$ cat src/rtl/if_fetch_if.sv
// if_fetch_if: bundle between fetch, instruction memory and decode.
// master = fetch stage; slave = memory/decode/execute side.
interface if_fetch_if;
  logic        imem_req_o;
  logic [31:0] imem_addr_o;
  logic        imem_ack_i;
  logic [31:0] imem_data_i;
  logic        redirect_i;
  logic [31:0] redirect_pc_i;
  logic        stall_i;
  logic [31:0] inst_o;
  logic [31:0] pc_o;
  logic        id_en_o;

  modport master (
    output imem_req_o,
    output imem_addr_o,
    input  imem_ack_i,
    input  imem_data_i,
    input  redirect_i,
    input  redirect_pc_i,
    input  stall_i,
    output inst_o,
    output pc_o,
    output id_en_o
  );

  modport slave (
    input  imem_req_o,
    input  imem_addr_o,
    output imem_ack_i,
    output imem_data_i,
    output redirect_i,
    output redirect_pc_i,
    output stall_i,
    input  inst_o,
    input  pc_o,
    input  id_en_o
  );
endinterface

$ cat src/rtl/if_fetch.sv
// if_fetch: RV32 fetch stage, PC + one-outstanding imem request + prefetch FIFO.
// Ports: clk, rst (async active-low), bus (if_fetch_if.master: imem, redirect, stall, decode out).
module if_fetch #(
  parameter logic [31:0] RESET_PC = 32'h0000_0000,
  parameter int          DEPTH    = 2
) (
  input logic        clk,
  input logic        rst,
  if_fetch_if.master bus
);

  localparam logic [1:0] S_FETCH = 2'd0;
  localparam logic [1:0] S_FULL  = 2'd1;
  localparam logic [1:0] S_KILL  = 2'd2;

  localparam int PW = $clog2(DEPTH);
  localparam int CW = $clog2(DEPTH + 1);
  localparam logic [PW-1:0] LAST = PW'(DEPTH - 1);
  localparam logic [CW-1:0] CAP  = CW'(DEPTH);

  logic [1:0]    state_q, state_d;
  logic          run_q;
  logic [31:0]   fetch_pc_q, fetch_pc_d;
  logic [31:0]   kill_addr_q;
  logic [31:0]   fifo_pc   [DEPTH];
  logic [31:0]   fifo_inst [DEPTH];
  logic [PW-1:0] rd_ptr_q, wr_ptr_q;
  logic [CW-1:0] cnt_q, cnt_d;
  logic [31:0]   inst_q, pc_q;
  logic          id_en_q;
  logic          ack, push, pop;
  logic          kill_done, drain;
  logic [31:0]   tgt;
  logic          unused_lsb;

  assign tgt        = {bus.redirect_pc_i[31:2], 2'b00};
  assign unused_lsb = ^bus.redirect_pc_i[1:0];

  // run_q keeps the request low until the first edge after reset release
  assign bus.imem_req_o  = run_q && (state_q != S_FULL);
  // KILL keeps presenting the cancelled address until its ack returns
  assign bus.imem_addr_o = (state_q == S_KILL) ? kill_addr_q : fetch_pc_q;

  assign ack  = bus.imem_ack_i && bus.imem_req_o;
  assign push = ack && (state_q == S_FETCH) && !bus.redirect_i;
  assign pop  = (cnt_q != '0) && !bus.stall_i && !bus.redirect_i;

  always_comb begin
    cnt_d = cnt_q;
    if (bus.redirect_i)
      cnt_d = '0;
    else
      cnt_d = cnt_q + CW'(push) - CW'(pop);
  end

  assign kill_done = !bus.redirect_i && (state_q == S_KILL) && ack;
  assign drain     = !bus.redirect_i && (state_q == S_FULL) && (cnt_d != CAP);

  always_comb begin
    state_d    = state_q;
    fetch_pc_d = fetch_pc_q;
    unique case (1'b1)
      bus.redirect_i: begin
        fetch_pc_d = tgt;
        state_d    = (bus.imem_req_o && !ack) ? S_KILL : S_FETCH;
      end
      push: begin
        fetch_pc_d = fetch_pc_q + 32'd4;
        state_d    = (cnt_d == CAP) ? S_FULL : S_FETCH;
      end
      kill_done: state_d = S_FETCH;
      drain:     state_d = S_FETCH;
      default: ;
    endcase
  end

  function automatic logic [PW-1:0] inc(input logic [PW-1:0] p);
    return (p == LAST) ? '0 : p + 1'b1;
  endfunction

  always_ff @(posedge clk or negedge rst) begin
    if (!rst) begin
      state_q     <= S_FETCH;
      run_q       <= 1'b0;
      fetch_pc_q  <= RESET_PC;
      kill_addr_q <= RESET_PC;
      rd_ptr_q    <= '0;
      wr_ptr_q    <= '0;
      cnt_q       <= '0;
    end else begin
      state_q    <= state_d;
      run_q      <= 1'b1;
      fetch_pc_q <= fetch_pc_d;
      cnt_q      <= cnt_d;
      if (state_q != S_KILL)
        kill_addr_q <= fetch_pc_q;
      if (bus.redirect_i) begin
        rd_ptr_q <= '0;
        wr_ptr_q <= '0;
      end else begin
        if (push) wr_ptr_q <= inc(wr_ptr_q);
        if (pop)  rd_ptr_q <= inc(rd_ptr_q);
      end
    end
  end

  always_ff @(posedge clk) begin
    if (push) begin
      fifo_pc[wr_ptr_q]   <= fetch_pc_q;
      fifo_inst[wr_ptr_q] <= bus.imem_data_i;
    end
  end

  always_ff @(posedge clk or negedge rst) begin
    if (!rst) begin
      inst_q  <= '0;
      pc_q    <= '0;
      id_en_q <= 1'b0;
    end else begin
      id_en_q <= pop;
      if (pop) begin
        inst_q <= fifo_inst[rd_ptr_q];
        pc_q   <= fifo_pc[rd_ptr_q];
      end
    end
  end

  assign bus.inst_o  = inst_q;
  assign bus.pc_o    = pc_q;
  assign bus.id_en_o = id_en_q;

endmodule

$ cat src/flat_wrapper.sv
// flat-port wrapper written by rule: the top's interface ports become plain ports
module if_fetch_flat 
#(
  parameter logic [31:0] RESET_PC = 32'h0000_0000,
  parameter int          DEPTH    = 2
)
  (clk, rst, bus_imem_req_o, bus_imem_addr_o, bus_imem_ack_i, bus_imem_data_i, bus_redirect_i, bus_redirect_pc_i, bus_stall_i, bus_inst_o, bus_pc_o, bus_id_en_o);
  if_fetch_if bus_i ();
  input logic clk;
  input logic rst;
  output wire logic [$bits(bus_i.imem_req_o)-1:0] bus_imem_req_o;
  output wire logic [$bits(bus_i.imem_addr_o)-1:0] bus_imem_addr_o;
  input wire logic [$bits(bus_i.imem_ack_i)-1:0] bus_imem_ack_i;
  input wire logic [$bits(bus_i.imem_data_i)-1:0] bus_imem_data_i;
  input wire logic [$bits(bus_i.redirect_i)-1:0] bus_redirect_i;
  input wire logic [$bits(bus_i.redirect_pc_i)-1:0] bus_redirect_pc_i;
  input wire logic [$bits(bus_i.stall_i)-1:0] bus_stall_i;
  output wire logic [$bits(bus_i.inst_o)-1:0] bus_inst_o;
  output wire logic [$bits(bus_i.pc_o)-1:0] bus_pc_o;
  output wire logic [$bits(bus_i.id_en_o)-1:0] bus_id_en_o;
  assign bus_imem_req_o = bus_i.imem_req_o;
  assign bus_imem_addr_o = bus_i.imem_addr_o;
  assign bus_i.imem_ack_i = bus_imem_ack_i;
  assign bus_i.imem_data_i = bus_imem_data_i;
  assign bus_i.redirect_i = bus_redirect_i;
  assign bus_i.redirect_pc_i = bus_redirect_pc_i;
  assign bus_i.stall_i = bus_stall_i;
  assign bus_inst_o = bus_i.inst_o;
  assign bus_pc_o = bus_i.pc_o;
  assign bus_id_en_o = bus_i.id_en_o;
  if_fetch #(.RESET_PC(RESET_PC), .DEPTH(DEPTH)) u_core (.clk(clk), .rst(rst), .bus(bus_i));
endmodule
$ cat config.mk
export PLATFORM = sky130hd
export DESIGN_NAME = if_fetch_flat
export DESIGN_NICKNAME = d
export VERILOG_FILES = /design/src/rtl/if_fetch_if.sv /design/src/rtl/if_fetch.sv /design/src/flat_wrapper.sv
export SDC_FILE = /design/constraint.sdc
export NUM_CORES = 1
export LEC_CHECK = 0
export ABC_AREA = 1
export BUFFER_PORTS_ARGS = -buffer_cell sky130_fd_sc_hd__buf_2
export CORE_MARGIN = 3
export CORE_UTILIZATION = 45
export CTS_CLUSTER_DIAMETER = 30
export DETAILED_ROUTE_END_ITERATION = 7
export PLACE_DENSITY = 0.67
export SETUP_SLACK_MARGIN = 0.2
export SLEW_MARGIN = 0
export SYNTH_ARGS = -nofsm -noshare
export SYNTH_HDL_FRONTEND = slang
export SYNTH_SLANG_ARGS = --single-unit
$ cat constraint.sdc
create_clock -name clk -period 3.8 [get_ports clk]
set_input_delay 0.19 -clock clk [delete_from_list [all_inputs] [get_ports clk]]
set_output_delay 0.19 -clock clk [all_outputs]
set_load 0.005 [all_outputs]
Word level (Yosys, flattened, before mapping):

Memories as Yosys holds them, arrays and structs flattened. A register that Yosys moved wholly into a read port is not among the register bits.
Index checks and enable logic that the tools add are counted.

* register bits: 72
* bits in writable memories: 128
* input bits: 69
* output and inout bits: 98
* word-level logic and storage cells: 57
* memories kept: 2

* add/sub/neg operators: 5
* equality and inequality tests: 6
* multiplexer cells: 14
* reduce and logical (&&, ||, !) cells: 22

Memories
* u_core.fifo_inst: depth 2, bits a word 32, read ports 1, clocked after memory_dff 1, wr ports 1, RTL line if_fetch.sv:26 `logic [31:0] fifo_inst [DEPTH];`
* u_core.fifo_pc: depth 2, bits a word 32, read ports 1, clocked after memory_dff 1, wr ports 1, RTL line if_fetch.sv:25 `logic [31:0] fifo_pc [DEPTH];`

Operators by type and width (number)
* case mux 32 bit (2 select lines): 1
* adder 32 x 3 -> 32 bit (second input constant): 1
* two-way mux 32 bit: 1
* logical AND 1 bit: 11
* two-way mux 1 bit: 9
* case mux 2 bit (3 select lines): 1
* nonzero test 2 bit: 3
* zero test 1 bit: 5
* == test 2 bit (second input constant): 2
* two-way mux 2 bit: 2
* inequality test 2 bit (second input constant): 2
* nonzero test 3 bit: 1
* adder 1 bit (second input constant): 2
* adder 2 x 1 -> 2 bit: 1
* == test 2 x 1 -> 1 bit (second input constant): 1
* zero test 2 bit: 1
* inequality test 2 x 1 -> 1 bit (second input constant): 1
* OR reduction 2 bit: 1
* subtractor 2 x 1 -> 2 bit: 1

Depth between registers and ports, before layout:

Gate-level depths: netlist of the first run.

* depth in word-level cells: 12
* mapped depth: 14

Worst setup path before layout of the first run:

OpenSTA, ideal clock, no wires.

* path type: reg2reg
* start: reg u_core.state_q[0]
* end: mem u_core.fifo_inst[1][0] (enable)
* arrival: 3.619 ns
* required time: 3.318 ns
* slack: -0.301 ns
* cell stages (with the launch flop): 7
* buffers on the path: 1
* cells stage by stage: dfrtp_1 > inv_2 > nand3_2 > nor2_8 > nand2_4 > buf_2 > nor2_1

* longest elaborated chain between the ends: 7
* elaborated cells between the ends (all ways): 8
* classes of those cells: eq/ne: 1; mux: 2; reduce/logical: 5

RTL lines
* start: declaration: RTL line if_fetch.sv:21 `logic [1:0] state_q, state_d;`
* start signal: assignment: RTL line if_fetch.sv:91 `state_q <= state_d;`
* inequality test 2 x 1 -> 1 bit: RTL line if_fetch.sv:40 `assign bus.imem_req_o = run_q && (state_q != S_FULL);`
* logical AND 1 bit: RTL line if_fetch.sv:40
* logical AND 1 bit: RTL line if_fetch.sv:44 `assign ack = bus.imem_ack_i && bus.imem_req_o;`
* logical AND 1 bit (*) (2 in series): RTL line if_fetch.sv:45 `assign push = ack && (state_q == S_FETCH) && !bus.redirect_i;`
* two-way mux 1 bit (*): RTL line if_fetch.sv:108 `if (push) begin`
* two-way mux 1 bit (not written as such) (*): RTL line if_fetch.sv:110 `fifo_inst[wr_ptr_q] <= bus.imem_data_i;`
* end: declaration: RTL line if_fetch.sv:26

Every way passes the cells marked *; elsewhere a longest branch is shown, timed or not.

Worst setup path in the final report of the first run:

* start: reg u_core.state_q[0]
* end: mem u_core.fifo_inst[1][23] (enable)

The elaborated chain is that of the path after synthesis.

==> out/metrics.yaml, run 1 <==
outcome:
  status: "complete, no violations"
yosys:
  synthArstFlopShare_pct: 51.2
  synth_area_per_cell_um2: 10.6
  yosysSeqAreaShare_pct: 66.5
  synth_cell_type_count: 37
  syn_area_um2: 10500
  synthCells: 990
  synth_edf_count: 124
  dominantRegCellSynth: "dfrtp_1"
  ys_seq_elements: 254
  ys.warnings.count: 0
final_layout:
  antenna_cells: 0
  final_cell_mix: "nor2_1 (212), nand2_1 (165), buf_2 (159)"
  drive_above_1_share_pct: 22.9
  post-route-cell-area_um2: 13900
  layout_commonest_cell: "nor2_1"
  final_nets: 1304
  fillers: 1840
  syn2layout_area_growth_pct: 32.7
detailed_routing:
  dr.pass1.iters: 6
  viasPerCell: 4.98
  dr_total_vias: 7897
  drc: 0
  ant_nets: 0
  routed_wl_um: 25200
  wire_per_inst_um: 15.9
  drt_iter0_drc: 641
grt:
  grt_antenna_before_repair: 0
  first_global_vias: 7869
  grt_first_pass_wirelength_um: 40800
  grt.overflow.total: 0
  grt_start_max_net_pins: 91
  grt_usage_pct: 20.0
place:
  gp_congestion: 0.903
  port_buffers: 160
  post_dp_cell_area_um2: 11600
  dpl.hpwl_um: 15400
critical_path:
  worstReg2RegEnd: "u_core.fifo_inst[1][23]$_DFFE_PP_"
  critPathLaunchType: "register"
  reg2reg_slack_ns: 1.30
  slowest_delay_ns: 0.65
  cp_top_family: "simple AND/OR/NAND/NOR gates"
  cp.arrival_ns: 2.71
  timing.rr.start: "u_core.state_q[0]$_DFFE_PN0P_"
  critical-path-slowest-cell: "nor2_4"
  cp.required_ns: 4.01
  crit_buf_inv: 2
  worst-setup-path-type: "reg -> reg"
  crit_chain: "inv_2, nand3_2, nor2_8, nand2_4, nor2_4, buf_4"
  cp-end-kind: "register"
  r2r_cells: 6
  crit_fanout: 27
timing:
  finalCritPeriodShare_pct: 65.9
  drv_slew: 0
  worstMarginPinSlew_ns: 0.966
  fin_setup_tns_ns: 0
  finalClockSkew_ns: 0.0152
  hold_ws_ns: 0.00842
  rsz0062_at_grt: "false"
  min_period_ns: 2.50
  setup_viol: 0
  fmax_mhz: 399
  hold_viol_final: 0
  slew_headroom_pct: 35.6
worst_hold_path:
  holdCritStartpoint: "bus_redirect_pc_i[9]"
  hp-class: "in -> reg"
  hold_depth: 5
  min_delay_worst_endpoint: "u_core.fetch_pc_q[9]$_DFFE_PN0P_"
floorplan:
  die_h_um: 159
  core_area_um2: 22800
  pin_count: 167
  start_util_pct: 46.1
  die_area_um2: 25200
  rows: 55
  fp.dieW_um: 159
clocking:
  numCtsBuffers: 50
  post_cts_resized: 0
  clockRootBuffer: "clkbuf_16"
  cts_tree: "done"
  insertion_delay_ns: 0.54
  htreeDepth: 2
  cts_sinks: 254
  clk_pin_slew_ns: 0.05
  clockBufferDepth: 3
power:
  power.density_nw_per_um2: 676
  ir_worst_vdd_mv: 0.414
  leakage_nw: 5.85
run:
  cap_violations: 0
[per-layer routing]
layer | share of wire, % | GRT usage, %
met2 | 47 | 32.4
met1 | 45 | 27.1
met5 | 0 | 0
met3 | 6.3 | 3.97
met4 | 2.3 | 6.80
[report_power, final]
part	switching [W]	internal [W]	leakage, nW	total [W]
Sequential	0.000286	0.00337	2.63	0.00366
Combinational	0.000643	0.000654	2.39	0.00130
Clock	0.00144	0.00303	0.835	0.00447
Total	0.00237	0.00706	5.85	0.00943
[cells in the mapped netlist (7+ instances only)]
library cell	n	area, µm²
a21oi_1	32	160
buf_2	21	105
edfxtp_1	124	3720
nor2_1	214	803
dfrtp_1	130	3250
nand3_1	31	155
or2_2	7	43.8
nor2_2	8	50.1
nand2_1	165	619
o21a_1	62	465
buf_4	10	75.1
inv_1	42	158
clkbuf_1	11	41.3
o21ai_0	75	375
[cell families (layout without fill, tap and decap cells)]
family | after synthesis | in the layout | synth area share (%)
flip-flops | 254 | 254 | 66.5
other | 2 | 5 | 0.0715
buffers and inverters | 92 | 372 | 4.06
XOR/XNOR | 7 | 7 | 0.584
multiplexers | 6 | 6 | 0.644
AO/OA/AOI/OAI | 180 | 180 | 10.3
adder cells (fa/ha/maj) | 3 | 3 | 0.358
AND/OR/NAND/NOR | 446 | 446 | 17.5
[how the worst max path moves through the flow]
| stage | startpoint | endpoint | slack [ns] | cells after the start |
|---|---|---|---|---|
| floorplan | u_core.state_q[0]$_DFFE_PN0P_ | u_core.fifo_inst[1][0]$_DFFE_PP_ | 0.74 | 6 |
| global placement | bus_redirect_i | u_core.fifo_inst[1][23]$_DFFE_PP_ | 1.16 | 5 |
| detailed placement | bus_redirect_i | u_core.fifo_inst[1][20]$_DFFE_PP_ | 1.16 | 5 |
| CTS | u_core.state_q[0]$_DFFE_PN0P_ | u_core.fifo_pc[1][10]$_DFFE_PP_ | 1.28 | 6 |
| global route | u_core.state_q[0]$_DFFE_PN0P_ | u_core.fifo_inst[1][5]$_DFFE_PP_ | 1.15 | 6 |
| finish | u_core.state_q[0]$_DFFE_PN0P_ | u_core.fifo_inst[1][23]$_DFFE_PP_ | 1.30 | 6 |
[through the flow]
stage          instances  setup slack, ns  util (%)  power (W)
3_5_place_dp        1431             1.16      50.7    0.00496
6_report            1586             1.30      61.2    0.00943
4_1_cts             1586             1.28      61.2    0.00952
3_3_place_gp        1431             1.16      50.7    0.00491
5_1_grt             1586             1.15      61.2    0.00984
2_1_floorplan        993            0.740         -    0.00428
[layout make-up]
| type | instances | area, µm² | share of cell area, % |
|---|---|---|---|
| Sequential cell | 254 | 6980 | 50.1 |
| Multi-Input combinational cell | 647 | 3120 | 22.4 |
| Timing Repair Buffer | 231 | 1510 | 10.8 |
| Clock buffer | 62 | 1330 | 9.52 |
| Clock inverter | 31 | 428 | 3.07 |
| Tap cell | 313 | 392 | 2.81 |
| Inverter | 48 | 183 | 1.31 |
[worst register-to-register path, stage by stage, from the launching register on]
cell     delay, ns
dfrtp_1       0.39
inv_2         0.09
nand3_2       0.13
nor2_8        0.21
nand2_4       0.27
nor2_4        0.66
buf_4         0.44
[flip-flops by register name, summed over array words and instances (netlist names), 2 cells and up]
name                count
u_core.bus.pc_o        30
u_core.fifo_inst       64
u_core.state_q          2
u_core.bus.inst_o      32
u_core.fetch_pc_q      30
u_core.fifo_pc         60
u_core.kill_addr_q     30
u_core.cnt_q            2
[what timing repair did]
item,CTS,global route
endpoints found under the hold margin,181,0
setup endpoints to repair,0,0
hold buffers,62,0
buffers inserted,0,0
Note: power is estimated with default switching activity, not from simulation.
==> inputs of run 2 (changes only) <==
--- a/config.mk
+++ b/config.mk
@@ -11,7 +11,7 @@
 export CORE_UTILIZATION = 45
 export CTS_CLUSTER_DIAMETER = 30
 export DETAILED_ROUTE_END_ITERATION = 7
-export PLACE_DENSITY = 0.67
+export PLACE_DENSITY = 0.65
 export SETUP_SLACK_MARGIN = 0.2
 export SLEW_MARGIN = 0
 export SYNTH_ARGS = -nofsm -noshare
==> constraint.sdc (replaced) <==
create_clock -name clk -period 2.5 [get_ports clk]
set_input_delay 0.125 -clock clk [delete_from_list [all_inputs] [get_ports clk]]
set_output_delay 0.125 -clock clk [all_outputs]
set_load 0.005 [all_outputs]
==> run 2 against run 1 <==
Net effect:
- via count shrank 0.71%
- wire length shrank 1.1%
- global-route usage shrank 0.30 points
- hold slack gained 0.11 ns
- die area is the same
- non-clock buffer count grew 7
- sequential share of layout area shrank 0.58 points
- critical endpoint is now bus_imem_addr_o[14]
==> out/metrics.yaml, run 2 (same netlist as run 1, synthesis figures left out) <==
final_layout:
  post-route-cell-area_um2: 14100
  final_util_pct: 61.9
  syn2layout_area_growth_pct: 34.3
  final_nets: 1313
  antenna_cells: 0
  layout_commonest_cell: "nor2_1"
  drive_above_1_share_pct: 23.3
  final_cell_mix: "nor2_1 (212), nand2_1 (165), buf_2 (159)"
  largest_register: "u_core.fifo_inst"
  largest_reg_flops: 64
floorplan:
  fp.dieW_um: 159
  rows: 55
  pin_count: 167
  start_util_pct: 46.1
  die_area_um2: 25200
  die_h_um: 159
  core_area_um2: 22800
timing:
  finalCritPeriodShare_pct: 84.4
  fin_setup_tns_ns: 0
  hold_ws_ns: 0.114
  drv_slew: 0
  setup_viol: 0
  hold_viol_final: 0
  worstMarginPinSlew_ns: 0.732
  finalClockSkew_ns: 0.0356
  fmax_mhz: 474
  slew_headroom_pct: 51.2
  fin_ws_ns: 0.390
  rsz0062_at_grt: "false"
  min_period_ns: 2.11
detailed_routing:
  ant_nets: 0
  drc: 0
  dr_total_vias: 7841
  dr.pass1.iters: 5
  viasPerCell: 4.91
  routed_wl_um: 24900
  drt_iter0_drc: 604
  wire_per_inst_um: 15.6
place:
  port_buffers: 160
  post_dp_cell_area_um2: 11700
  gp_congestion: 0.905
  dp_slack_ns: 0.667
  dpl.hpwl_um: 15400
critical_path:
  worst-setup-path-type: "reg -> out"
  cp.required_ns: 2.38
  cp-end-kind: "output port"
  critPathLaunchType: "register"
  crit_fanout: 35
  cp.arrival_ns: 1.98
clocking:
  clockRootBuffer: "clkbuf_16"
  htreeDepth: 2
  cts_sinks: 254
  numCtsBuffers: 52
  insertion_delay_ns: 0.57
  cts_setup_buffers: 0
  clk_pin_slew_ns: 0.04
  cts_tree: "done"
  clockBufferDepth: 3
power:
  leakage_nw: 5.92
  ir_worst_vdd_mv: 0.684
  power.density_nw_per_um2: 1010
run:
  cap_violations: 0
grt:
  grt_antenna_before_repair: 0
  grt.overflow.total: 0
  grt_start_max_net_pins: 126
  grt_first_pass_wirelength_um: 40200
  grt_usage_pct: 19.7
  first_global_vias: 7694
outcome:
  status: "complete, no violations"
worst_hold_path:
  hp-class: "in -> reg"
## run 2: cell types whose count changed in the layout (fill, tap and decap cells not counted), sizes merged
cell	change
clkinvlp	-1
dlygate4sd3	+3
clkbuf	-2
buf	+4
inv	+3
bufinv	-3
clkinv	+8
## run 2: path summary, 6_finish.rpt
path | end | startpoint | cells past startpoint | slack [ns]
worst max register to register | u_core.fifo_pc[0][26]$_DFFE_PP_ | u_core.state_q[0]$_DFFE_PN0P_ | 6 | 0.66
min in group asynchronous | u_core.bus.inst_o[27]$_DFFE_PN0P_ | rst | 2 | 0.16
worst min register to register | u_core.bus.inst_o[9]$_DFFE_PN0P_ | u_core.bus.inst_o[9]$_DFFE_PN0P_ | 1 | 0.48
max in group asynchronous | u_core.fetch_pc_q[9]$_DFFE_PN0P_ | rst | 3 | 1.66
worst min-delay path | u_core.cnt_q[1]$_DFF_PN0_ | bus_redirect_i | 2 | 0.11
worst max-delay path | bus_imem_addr_o[14] | u_core.state_q[1]$_DFFE_PN0P_ | 4 | 0.39
## run 2: repair_timing
item	4_1_cts	5_1_grt
endpoints found under the hold margin	161	0
hold buffers	65	0
resized for setup	0	1
endpoints found under the setup margin	0	3
## run 2: area by class of cell
cell class / count / area, µm²
clock inverter: 38 / 418
fill: 1856 / 8680
multi-input combinational: 647 / 3130
inverter: 48 / 183
clock buffer: 60 / 1350
sequential: 254 / 6980
tap: 313 / 392
timing repair buffer: 238 / 1640
## run 2: stage by stage
step	total power, W	instances
2_1_floorplan	0.00651	993
3_3_place_gp	0.00747	1435
3_5_place_dp	0.00753	1435
4_1_cts	0.0144	1598
5_1_grt	0.0149	1598
6_report	0.0142	1598
## run 2: critical path, stage by stage (launching register included)
cell,delay (ns)
dfrtp_1,0.47
nand2_4,0.26
buf_12,0.22
mux2_2,0.37
buf_2,0.13
## run 2: routing by layer
metal | wire length, µm | track usage, % | share of wire [%] | vias up
li1 | - | - | - | 3840
met1 | 11900 | 28.2 | 48 | 3716
met2 | 11300 | 30.8 | 45 | 247
met3 | 1310 | 4.02 | 5.3 | 38
met4 | 410 | 5.29 | 1.6 | 0
met5 | 0 | 0 | 0 | -
## run 2: where the power goes
group | internal [W] | switching (W)
clock network | 0.00443 | 0.00228
registers | 0.00512 | 0.000412
logic | 0.00102 | 0.000968
total | 0.0106 | 0.00366
